$ cat config.mk
export PLATFORM = sky130hd
export DESIGN_NAME = exe_wb_arbiter
export DESIGN_NICKNAME = d
export VERILOG_FILES = /design/src/rtl/drac_pkg.sv /design/src/rtl/exe_wb_prio_sel.sv /design/src/rtl/exe_wb_arbiter.sv
export SDC_FILE = /design/constraint.sdc
export NUM_CORES = 1
export LEC_CHECK = 0
export ABC_AREA = 1
export ABC_CLOCK_PERIOD_IN_PS = 5350
export CAP_MARGIN = 40
export CORE_AREA = 2 2 252 130
export DETAILED_ROUTE_END_ITERATION = 16
export DIE_AREA = 0 0 254 132
export SYNTH_ARGS = -nofsm -noshare
export SYNTH_HDL_FRONTEND = slang
export SYNTH_SLANG_ARGS = --single-unit
$ cat constraint.sdc
create_clock -name clk_i -period 5.35 [get_ports clk_i]
set_input_delay 0.8025 -clock clk_i [delete_from_list [all_inputs] [get_ports clk_i]]
set_output_delay 0.8025 -clock clk_i [all_outputs]
set_load 0.005 [all_outputs]
$ cat src/rtl/drac_pkg.sv
// -----------------------------------------------------------------------------
// drac_pkg
// Shared execution-stage writeback definitions.
//   wb_src_t       : writeback source encoding (ALU = 0, MUL = 1, DIV = 2)
//   wb_slot_t      : one writeback entry {valid, tag, data} at default widths
//   WB_SRC_N       : number of writeback producers
//   onehot_to_src  : converts a one-hot grant vector to a wb_src_t
// -----------------------------------------------------------------------------
package drac_pkg;

  localparam int WB_SRC_N  = 3;
  localparam int WB_TAG_W  = 6;
  localparam int WB_DATA_W = 64;

  // Values double as bit positions in every per-source vector.
  typedef enum logic [1:0] {
    WB_SRC_ALU = 2'd0,
    WB_SRC_MUL = 2'd1,
    WB_SRC_DIV = 2'd2
  } wb_src_t;

  typedef struct packed {
    logic                 valid;
    logic [WB_TAG_W-1:0]  tag;
    logic [WB_DATA_W-1:0] data;
  } wb_slot_t;

  function automatic wb_src_t onehot_to_src(input logic [WB_SRC_N-1:0] oh);
    if (oh[WB_SRC_DIV]) return WB_SRC_DIV;
    if (oh[WB_SRC_MUL]) return WB_SRC_MUL;
    return WB_SRC_ALU;
  endfunction

endpackage

$ cat src/rtl/exe_wb_prio_sel.sv
// -----------------------------------------------------------------------------
// exe_wb_prio_sel
// Combinational writeback priority selector.
//   valid   [in ]  slots competing this cycle (already gated by output-free)
//   starved [in ]  slots promoted by the anti-starvation guard
//   grant   [out]  one-hot grant, or zero when nothing is valid
// Starved slots win first, ALU > MUL > DIV among themselves; otherwise the
// fixed order DIV > MUL > ALU applies.
// -----------------------------------------------------------------------------
module exe_wb_prio_sel
  import drac_pkg::*;
(
  input  logic [WB_SRC_N-1:0] valid,
  input  logic [WB_SRC_N-1:0] starved,
  output logic [WB_SRC_N-1:0] grant
);

  logic [WB_SRC_N-1:0] urgent;

  always_comb begin
    // NOTE: every output gets a default first so no path can infer a latch.
    grant  = '0;
    urgent = valid & starved;
    if (|urgent) begin
      if      (urgent[WB_SRC_ALU]) grant[WB_SRC_ALU] = 1'b1;
      else if (urgent[WB_SRC_MUL]) grant[WB_SRC_MUL] = 1'b1;
      else                         grant[WB_SRC_DIV] = 1'b1;
    end else begin
      if      (valid[WB_SRC_DIV])  grant[WB_SRC_DIV] = 1'b1;
      else if (valid[WB_SRC_MUL])  grant[WB_SRC_MUL] = 1'b1;
      else if (valid[WB_SRC_ALU])  grant[WB_SRC_ALU] = 1'b1;
    end
  end

endmodule

$ cat src/rtl/exe_wb_arbiter.sv
// -----------------------------------------------------------------------------
// exe_wb_arbiter
// Shares the scalar execution-stage writeback port between the ALU, MUL and
// DIV producers. Each producer owns one holding slot; a priority selector
// moves one slot per cycle into the registered wb_* output.
//   clk_i, rst_i (sync, active-high), kill_i (flush: drops slots and output)
//   {alu,mul,div}_valid_i/_tag_i/_data_i  producer results
//   {alu,mul,div}_ready_o                 holding slot can accept this cycle
//   wb_valid_o/wb_src_o/wb_tag_o/wb_data_o  registered writeback entry
//   wb_ready_i                            consumer accepts the entry
//   stall_o                               any producer blocked
// Build option: EXE_WB_ARB_STARVE_GUARD_EN adds per-source saturating wait
// counters; a source waiting STARVE_LIMIT eligible cycles is promoted.
// -----------------------------------------------------------------------------
module exe_wb_arbiter
  import drac_pkg::*;
#(
  parameter int DATA_W       = 64,
  parameter int TAG_W        = 6,
  parameter int STARVE_LIMIT = 4
) (
  input  logic              clk_i,
  input  logic              rst_i,
  input  logic              kill_i,
  input  logic              alu_valid_i,
  input  logic [TAG_W-1:0]  alu_tag_i,
  input  logic [DATA_W-1:0] alu_data_i,
  output logic              alu_ready_o,
  input  logic              mul_valid_i,
  input  logic [TAG_W-1:0]  mul_tag_i,
  input  logic [DATA_W-1:0] mul_data_i,
  output logic              mul_ready_o,
  input  logic              div_valid_i,
  input  logic [TAG_W-1:0]  div_tag_i,
  input  logic [DATA_W-1:0] div_data_i,
  output logic              div_ready_o,
  output logic              wb_valid_o,
  output logic [1:0]        wb_src_o,
  output logic [TAG_W-1:0]  wb_tag_o,
  output logic [DATA_W-1:0] wb_data_o,
  input  logic              wb_ready_i,
  output logic              stall_o
);

  if (STARVE_LIMIT < 1) begin : g_bad_limit
    $error("STARVE_LIMIT must be at least 1");
  end

  logic [WB_SRC_N-1:0] in_valid, ready, load, buf_v, eligible, grant, starved;
  logic [TAG_W-1:0]    in_tag   [WB_SRC_N];
  logic [DATA_W-1:0]   in_data  [WB_SRC_N];
  logic [TAG_W-1:0]    buf_tag  [WB_SRC_N];
  logic [DATA_W-1:0]   buf_data [WB_SRC_N];
  logic [TAG_W-1:0]    sel_tag;
  logic [DATA_W-1:0]   sel_data;
  logic                out_free;

  assign in_valid = {div_valid_i, mul_valid_i, alu_valid_i};
  assign in_tag   = '{alu_tag_i,  mul_tag_i,  div_tag_i};
  assign in_data  = '{alu_data_i, mul_data_i, div_data_i};

  assign out_free = !wb_valid_o || wb_ready_i;
  assign eligible = out_free ? buf_v : '0;

  exe_wb_prio_sel u_prio_sel (
    .valid   (eligible),
    .starved (starved),
    .grant   (grant)
  );

  // A slot being granted this cycle can take a new entry with no bubble.
  assign ready = {WB_SRC_N{!rst_i && !kill_i}} & (~buf_v | grant);
  assign load  = in_valid & ready;

  assign alu_ready_o = ready[WB_SRC_ALU];
  assign mul_ready_o = ready[WB_SRC_MUL];
  assign div_ready_o = ready[WB_SRC_DIV];
  assign stall_o     = !(&ready);

  always_comb begin
    sel_tag  = '0;
    sel_data = '0;
    for (int s = 0; s < WB_SRC_N; s++) begin
      if (grant[s]) begin
        sel_tag  = buf_tag[s];
        sel_data = buf_data[s];
      end
    end
  end

  // NOTE: sequential state uses non-blocking assignments so every register
  // samples pre-edge values regardless of process evaluation order.
  always_ff @(posedge clk_i) begin
    if (rst_i || kill_i) begin
      buf_v <= '0;
    end else begin
      for (int s = 0; s < WB_SRC_N; s++) begin
        if (load[s])       buf_v[s] <= 1'b1;
        else if (grant[s]) buf_v[s] <= 1'b0;
      end
    end
  end

  // NOTE: slot payload is not reset; buf_v alone qualifies it, which keeps
  // reset off the wide data flops.
  always_ff @(posedge clk_i) begin
    for (int s = 0; s < WB_SRC_N; s++) begin
      if (load[s]) begin
        buf_tag[s]  <= in_tag[s];
        buf_data[s] <= in_data[s];
      end
    end
  end

  always_ff @(posedge clk_i) begin
    if (rst_i) begin
      wb_valid_o <= 1'b0;
      wb_src_o   <= '0;
      wb_tag_o   <= '0;
      wb_data_o  <= '0;
    end else if (kill_i) begin
      wb_valid_o <= 1'b0;
    end else if (|grant) begin
      wb_valid_o <= 1'b1;
      wb_src_o   <= onehot_to_src(grant);
      wb_tag_o   <= sel_tag;
      wb_data_o  <= sel_data;
    end else if (wb_ready_i) begin
      wb_valid_o <= 1'b0;
    end
  end

`ifdef EXE_WB_ARB_STARVE_GUARD_EN
  localparam int CNT_W = $clog2(STARVE_LIMIT + 1);

  logic [CNT_W-1:0] starve_cnt [WB_SRC_N];

  // Counts cycles a slot competed for a free output and lost.
  always_ff @(posedge clk_i) begin
    for (int s = 0; s < WB_SRC_N; s++) begin
      if (rst_i || kill_i || grant[s])          starve_cnt[s] <= '0;
      else if (eligible[s] && starve_cnt[s] != '1) starve_cnt[s] <= starve_cnt[s] + CNT_W'(1);
    end
  end

  always_comb begin
    starved = '0;
    for (int s = 0; s < WB_SRC_N; s++) begin
      starved[s] = (starve_cnt[s] >= CNT_W'(STARVE_LIMIT));
    end
  end
`else
  assign starved = '0;
`endif

endmodule

Yosys cells after proc, flatten, opt, wreduce, memory -nomap -nowiden. Memories as Yosys holds them, arrays and structs flattened. Index checks and enable logic that the tools add are counted. W data, S select, Z words.

Reductions and logical operators: 15. Multiplexer cells: 39. Bitwise operators: 5.

Operator list (number): $mux W64 (3); $mux W1 (27); $mux W6 (3); $mux W2 (5); $reduce_bool A2 Y1 (4); $and A3 B3 Y3 (2); $logic_not A1 Y1 (4); $mux W3 (1); $not A3 Y3 (1); $or A3 B3 Y3 (1); $reduce_and A3 Y1 (1); $reduce_or A3 Y1 (1); $logic_or A1 B1 Y1 (2); $reduce_and A2 Y1 (1); $reduce_or A2 Y1 (1); $logic_and A1 B1 Y1 (1); $not A1 Y1 (1).

Memories kept: 2. Bits in registers: 76. Output and inout port bits: 77. Bits of input ports: 217. Memory bits (writable): 210.

Memories: buf_data (depth 3, width 64, read ports 3, clocked after memory_dff 0, wr ports 3, RTL line exe_wb_arbiter.sv:53) `logic [DATA_W-1:0] buf_data [WB_SRC_N];`; buf_tag (depth 3, width 6, read ports 3, clocked after memory_dff 0, wr ports 3, RTL line exe_wb_arbiter.sv:52) `logic [TAG_W-1:0] buf_tag [WB_SRC_N];`.

Logic depth before layout (Yosys ltp).
Depth after elaboration: 16. Gate-level depth with buffers: 9. Gate-level depth less buffers: 8.

By module. A second synthesis with hierarchy kept.

Cell total of the unflattened synthesis: 1173. Area, all modules: 11449.7 um^2.

By module, submodules not included: exe_wb_arbiter (seq. area each 7827.5 um^2, cells each 1161, instances 1, area each 11397.2 um^2); exe_wb_prio_sel (seq. area each 0.0 um^2, cells each 12, instances 1, area each 52.6 um^2).

Worst setup path after synthesis. OpenSTA, ideal clock, no wires.

Kind: input to register. Start: input port wb_ready_i. End: memory buf_data[0][0], enable pin. Path buffers: 0. Arrival: 4.225 ns. Data required time: 4.851 ns. Stages: 4. Library setup time: 0.499 ns. Setup slack: 0.627 ns. Cells stage by stage: nor2_1 o31ai_1 nand2_1 nor2_1.

RTL lines: from (decl) (RTL line exe_wb_arbiter.sv:41) `input logic wb_ready_i,`; to (decl) (RTL line exe_wb_arbiter.sv:53).

Worst setup path in the final report.
Start: input port wb_ready_i. End: output port stall_o.

Word-level cells in the longest chain between the ends: 9.

RTL lines: $logic_or A1 B1 Y1 * (RTL line exe_wb_arbiter.sv:62) `assign out_free = !wb_valid_o || wb_ready_i;`; $mux W3 * (RTL line exe_wb_arbiter.sv:63) `assign eligible = out_free ? buf_v : '0;`; $mux W1 (RTL line exe_wb_prio_sel.sv:31) `else if (valid[WB_SRC_ALU]) grant[WB_SRC_ALU] = 1'b1;`; $mux W1 (RTL line exe_wb_prio_sel.sv:30) `else if (valid[WB_SRC_MUL]) grant[WB_SRC_MUL] = 1'b1;`; $mux W2 (RTL line exe_wb_prio_sel.sv:29) `if (valid[WB_SRC_DIV]) grant[WB_SRC_DIV] = 1'b1;`; $or A3 B3 Y3 * (RTL line exe_wb_arbiter.sv:72) `assign ready = {WB_SRC_N{!rst_i && !kill_i}} & (~buf_v | grant);`; $and A3 B3 Y3 * (RTL line exe_wb_arbiter.sv:72); $reduce_and A3 Y1 * (RTL line exe_wb_arbiter.sv:78) `assign stall_o = !(&ready);`; $logic_not A1 Y1 * (RTL line exe_wb_arbiter.sv:78); to (decl) (RTL line exe_wb_arbiter.sv:42) `output logic stall_o`.

Mark *: on every way between the ends. The rest lies on a longest branch, timed or not.

==> summary.txt <==
Status
  – Status: complete, no violations

Min path
  – Worst hold start: wb_tag_o[3]
  – Hold EP: wb_tag_o[3]
  – Worst hold path class: reg2reg
  – Hold path cells: 2

Floorplanning
  – Initial Util: 0.347
  – Num ports: ~300
  – Die outline height: 132 microns
  – Core area: 31200 sq um
  – Num rows: 46
  – Die footprint: 33500 sq um
  – Die width: between 200 and 300 microns

Critical path
  – Worst Path Max Fanout: 5
  – Crit Reg-Reg Startpoint: buf_v[1]
  – Crit-path leading delay family: buffers and inverters
  – R2r worst-path depth: 5
  – Critical path class: in2out
  – Cell-by-cell trace of the critical path: clkdlybuf4s50_1, nor2_1, nand2_1, nand2_1, inv_1, nand3_1, clkdlybuf4s50_1
  – Flop2flop setup slack: 2.62 ns
  – Startpoint type of the worst setup path: primary input
  – Critical path buffer and inverter count: 3
  – CP Data Arrival Time: 2.55 ns
  – CP required: 4.55 ns
  – Slowest-stage cell, CP: clkdlybuf4s50_1
  – R2r endpoint: buf_data[0][69]
  – CP endpoint kind: primary output
  – CP peak stage delay: 0.50 ns

Clock tree
  – CTS tree: yes
  – Sink Count: 286
  – Clock Latency Late Sink: 0.55 ns
  – CTS buffer count: 27
  – Number of H-tree levels: 1
  – Hold-fix buffers, CTS: 0
  – Clock-pin slew on the worst setup and hold paths: 0.06 ns
  – Root Buffer: clkbuf_16
  – Post-CTS Resized: 0
  – CTS max path bufs: 3
  – Post-CTS setup buffer count: 0

Power
  – LEAKAGE: 5.08 nW
  – Worst ir drop on vdd: 0.203 mV
  – P_sw: 1.05 mW
  – Power Dens Cells: ~320 nW/um^2
  – Clock power share: 0.405
  – Sw Ratio: 0.219
  – Total Power: 4.82 mW
  – Logic pwr share: 0.084
  – Part of the power in registers: 0.512
  – P_int: 3.77 mW

STA
  – Final TNS setup: 0 ns
  – Tmin final: 3.35 ns
  – WHS: 0.464 ns
  – Clock Skew: between 0.015 and 0.02 ns
  – Worst-Margin Slew: about 0.89 ns
  – Max Freq: 299 MHz
  – RSZ-0062 raised after global routing: no
  – Final period util: 0.626
  – Slew HR: 0.405
  – Count of pins over their slew limit: 0
  – Hold Violations, Final: 0
  – Final setup fails: 0
  – Post-route setup slack: 2.00 ns

Yosys
  – Post-synth EDFFs: 210
  – Mapped Area: 10800 sq um
  – Yosys warns: 0
  – Post-Syn Instances: about 890
  – Synth Register Bits: 286
  – Post-Syn Nets: approximately 1.1k
  – Post-synthesis sequential area ratio: 0.724
  – Top_reg_cell synth: edfxtp_1
  – Yosys cell types: 20
  – Async SR Flop Fraction: 0
  – Syn_area_per_cell: 12.1 sq um

Detailed routing
  – Total wire length: 33500 microns
  – DRT Pass-1 Iters: 4
  – Remaining DRCs: 0
  – Avg Vias per Cell: 5.02
  – WL/cell: around 21 microns
  – ANT nets after route: 0
  – First-iteration detailed-routing DRC count: approximately 510
  – Via total after detailed routing: between 8k and 9k

Placed design
  – DP Worst Slack: approximately 1.8 ns
  – Routability cong.: 0.764
  – PortBufs: 293
  – DP Wirelength: 21200 microns

Cells and area
  – Post-layout util: 0.485
  – Layout cell share with drive strength beyond 1: 0.0601
  – P&R area growth vs syn: 39.8%
  – Fillers: approximately 2.8k
  – Fin nets: 1378

GRT
  – Initial antenna violation count: 5
  – Global-route usage over all layers: 0.197
  – Largest net degree at the start of global routing: 58
  – First-pass GRT wire length: 50100 microns
  – Vias in the first global route: 8024
  – Grt ovf: 0

Job
  – Max Cap Viol: 0
worst max path at each step:
stage / start / to / depth (start not counted)
2_1_floorplan: wb_ready_i / buf_data[0][0] / 4
5_1_grt: wb_ready_i / stall_o / 7
3_3_place_gp: wb_ready_i / wb_data_o[30] / 10
4_1_cts: wb_ready_i / stall_o / 7
6_report: wb_ready_i / stall_o / 7
3_5_place_dp: wb_ready_i / buf_data[0][74] / 6
logic make-up after synthesis:
logic type,count (synthesis),share of synthesized area
AO/OA/AOI/OAI,79,0.0369
flip-flops,286,0.724
buffers and inverters,88,0.0444
AND/OR/NAND/NOR,439,0.195
power groups by stage:
| stage | Clock (mW) | Combinational (mW) | Sequential [mW] |
|---|---|---|---|
| 6_report | 1.95 | 0.403 | 2.47 |
| 3_5_place_dp | 0 | 0.408 | 2.52 |
| 3_3_place_gp | 0 | 0.379 | 2.52 |
| 4_1_cts | 2.00 | 0.410 | 2.47 |
| 5_1_grt | 2.09 | 0.436 | 2.47 |
| 2_1_floorplan | 0 | 0.143 | 2.52 |
stage by stage:
step	cells	area, sq um
4_1_cts	1614	15100
3_3_place_gp	1555	14000
3_5_place_dp	1564	14200
5_1_grt	1615	15100
2_1_floorplan	892	10800
6_report	1617	15100
placed cells by master, fill, tap and decap left out, types with 3 or more instances in the layout:
master	count
edfxtp_1	210
clkdlybuf4s50_1	292
buf_12	4
clkbuf_1	7
inv_1	12
buf_16	6
nor2_4	5
clkbuf_16	27
clkinv_1	4
nand2_1	218
bufinv_16	3
a21oi_1	74
diode_2	3
clkinv_2	4
dfxtp_1	75
nand3_1	71
nand4_1	141
buf_4	12
cells in the mapped netlist (2+ instances only):
cell / instances / share of area
buf_2: 35 / 0.016
dfxtp_1: 76 / 0.14
buf_6: 14 / 0.015
buf_1: 6 / 0.0021
nand4_1: 141 / 0.082
nand2_1: 218 / 0.076
nand2_2: 2 / 0.0012
o21ai_0: 2 / 0.00093
clkbuf_1: 19 / 0.0066
nor2_1: 5 / 0.0017
nand3_1: 71 / 0.033
edfxtp_1: 210 / 0.58
inv_1: 12 / 0.0042
nor2_4: 2 / 0.0021
a21oi_1: 74 / 0.034
flip-flops by register name, indices dropped and copies added, names as in the netlist:
name	cells
buf_tag	18
wb_data_o	64
buf_data	192
wb_src_o	2
wb_tag_o	6
buf_v	3
wb_valid_o	1
worst reg2reg max path, delay by kind of cell (launching register included):
| family | cells | cell delay (ns) |
|---|---|---|
| simple gates | 2 | 0.88 |
| flops | 1 | 0.49 |
| buf+inv | 2 | 0.81 |
| compound gates | 1 | 0.18 |
final cells by class:
type	instances	area, sq um	share of cell area
inverters	14	56.3	0.00372
repair buffers	314	3260	0.215
multi-input cells	518	2540	0.168
clock inverters	14	161	0.0107
well taps	432	541	0.0357
flip-flops and latches	286	7830	0.518
diodes	3	7.51	0.000496
clock buffers	36	729	0.0482
per-layer routing:
metal  global-route usage  part of all wire
met3               0.0470             0.078
met1                0.287              0.46
met2                0.299              0.44
met4               0.0431             0.020
met5                    0            0.0013
(Power assumes the default switching activity.)
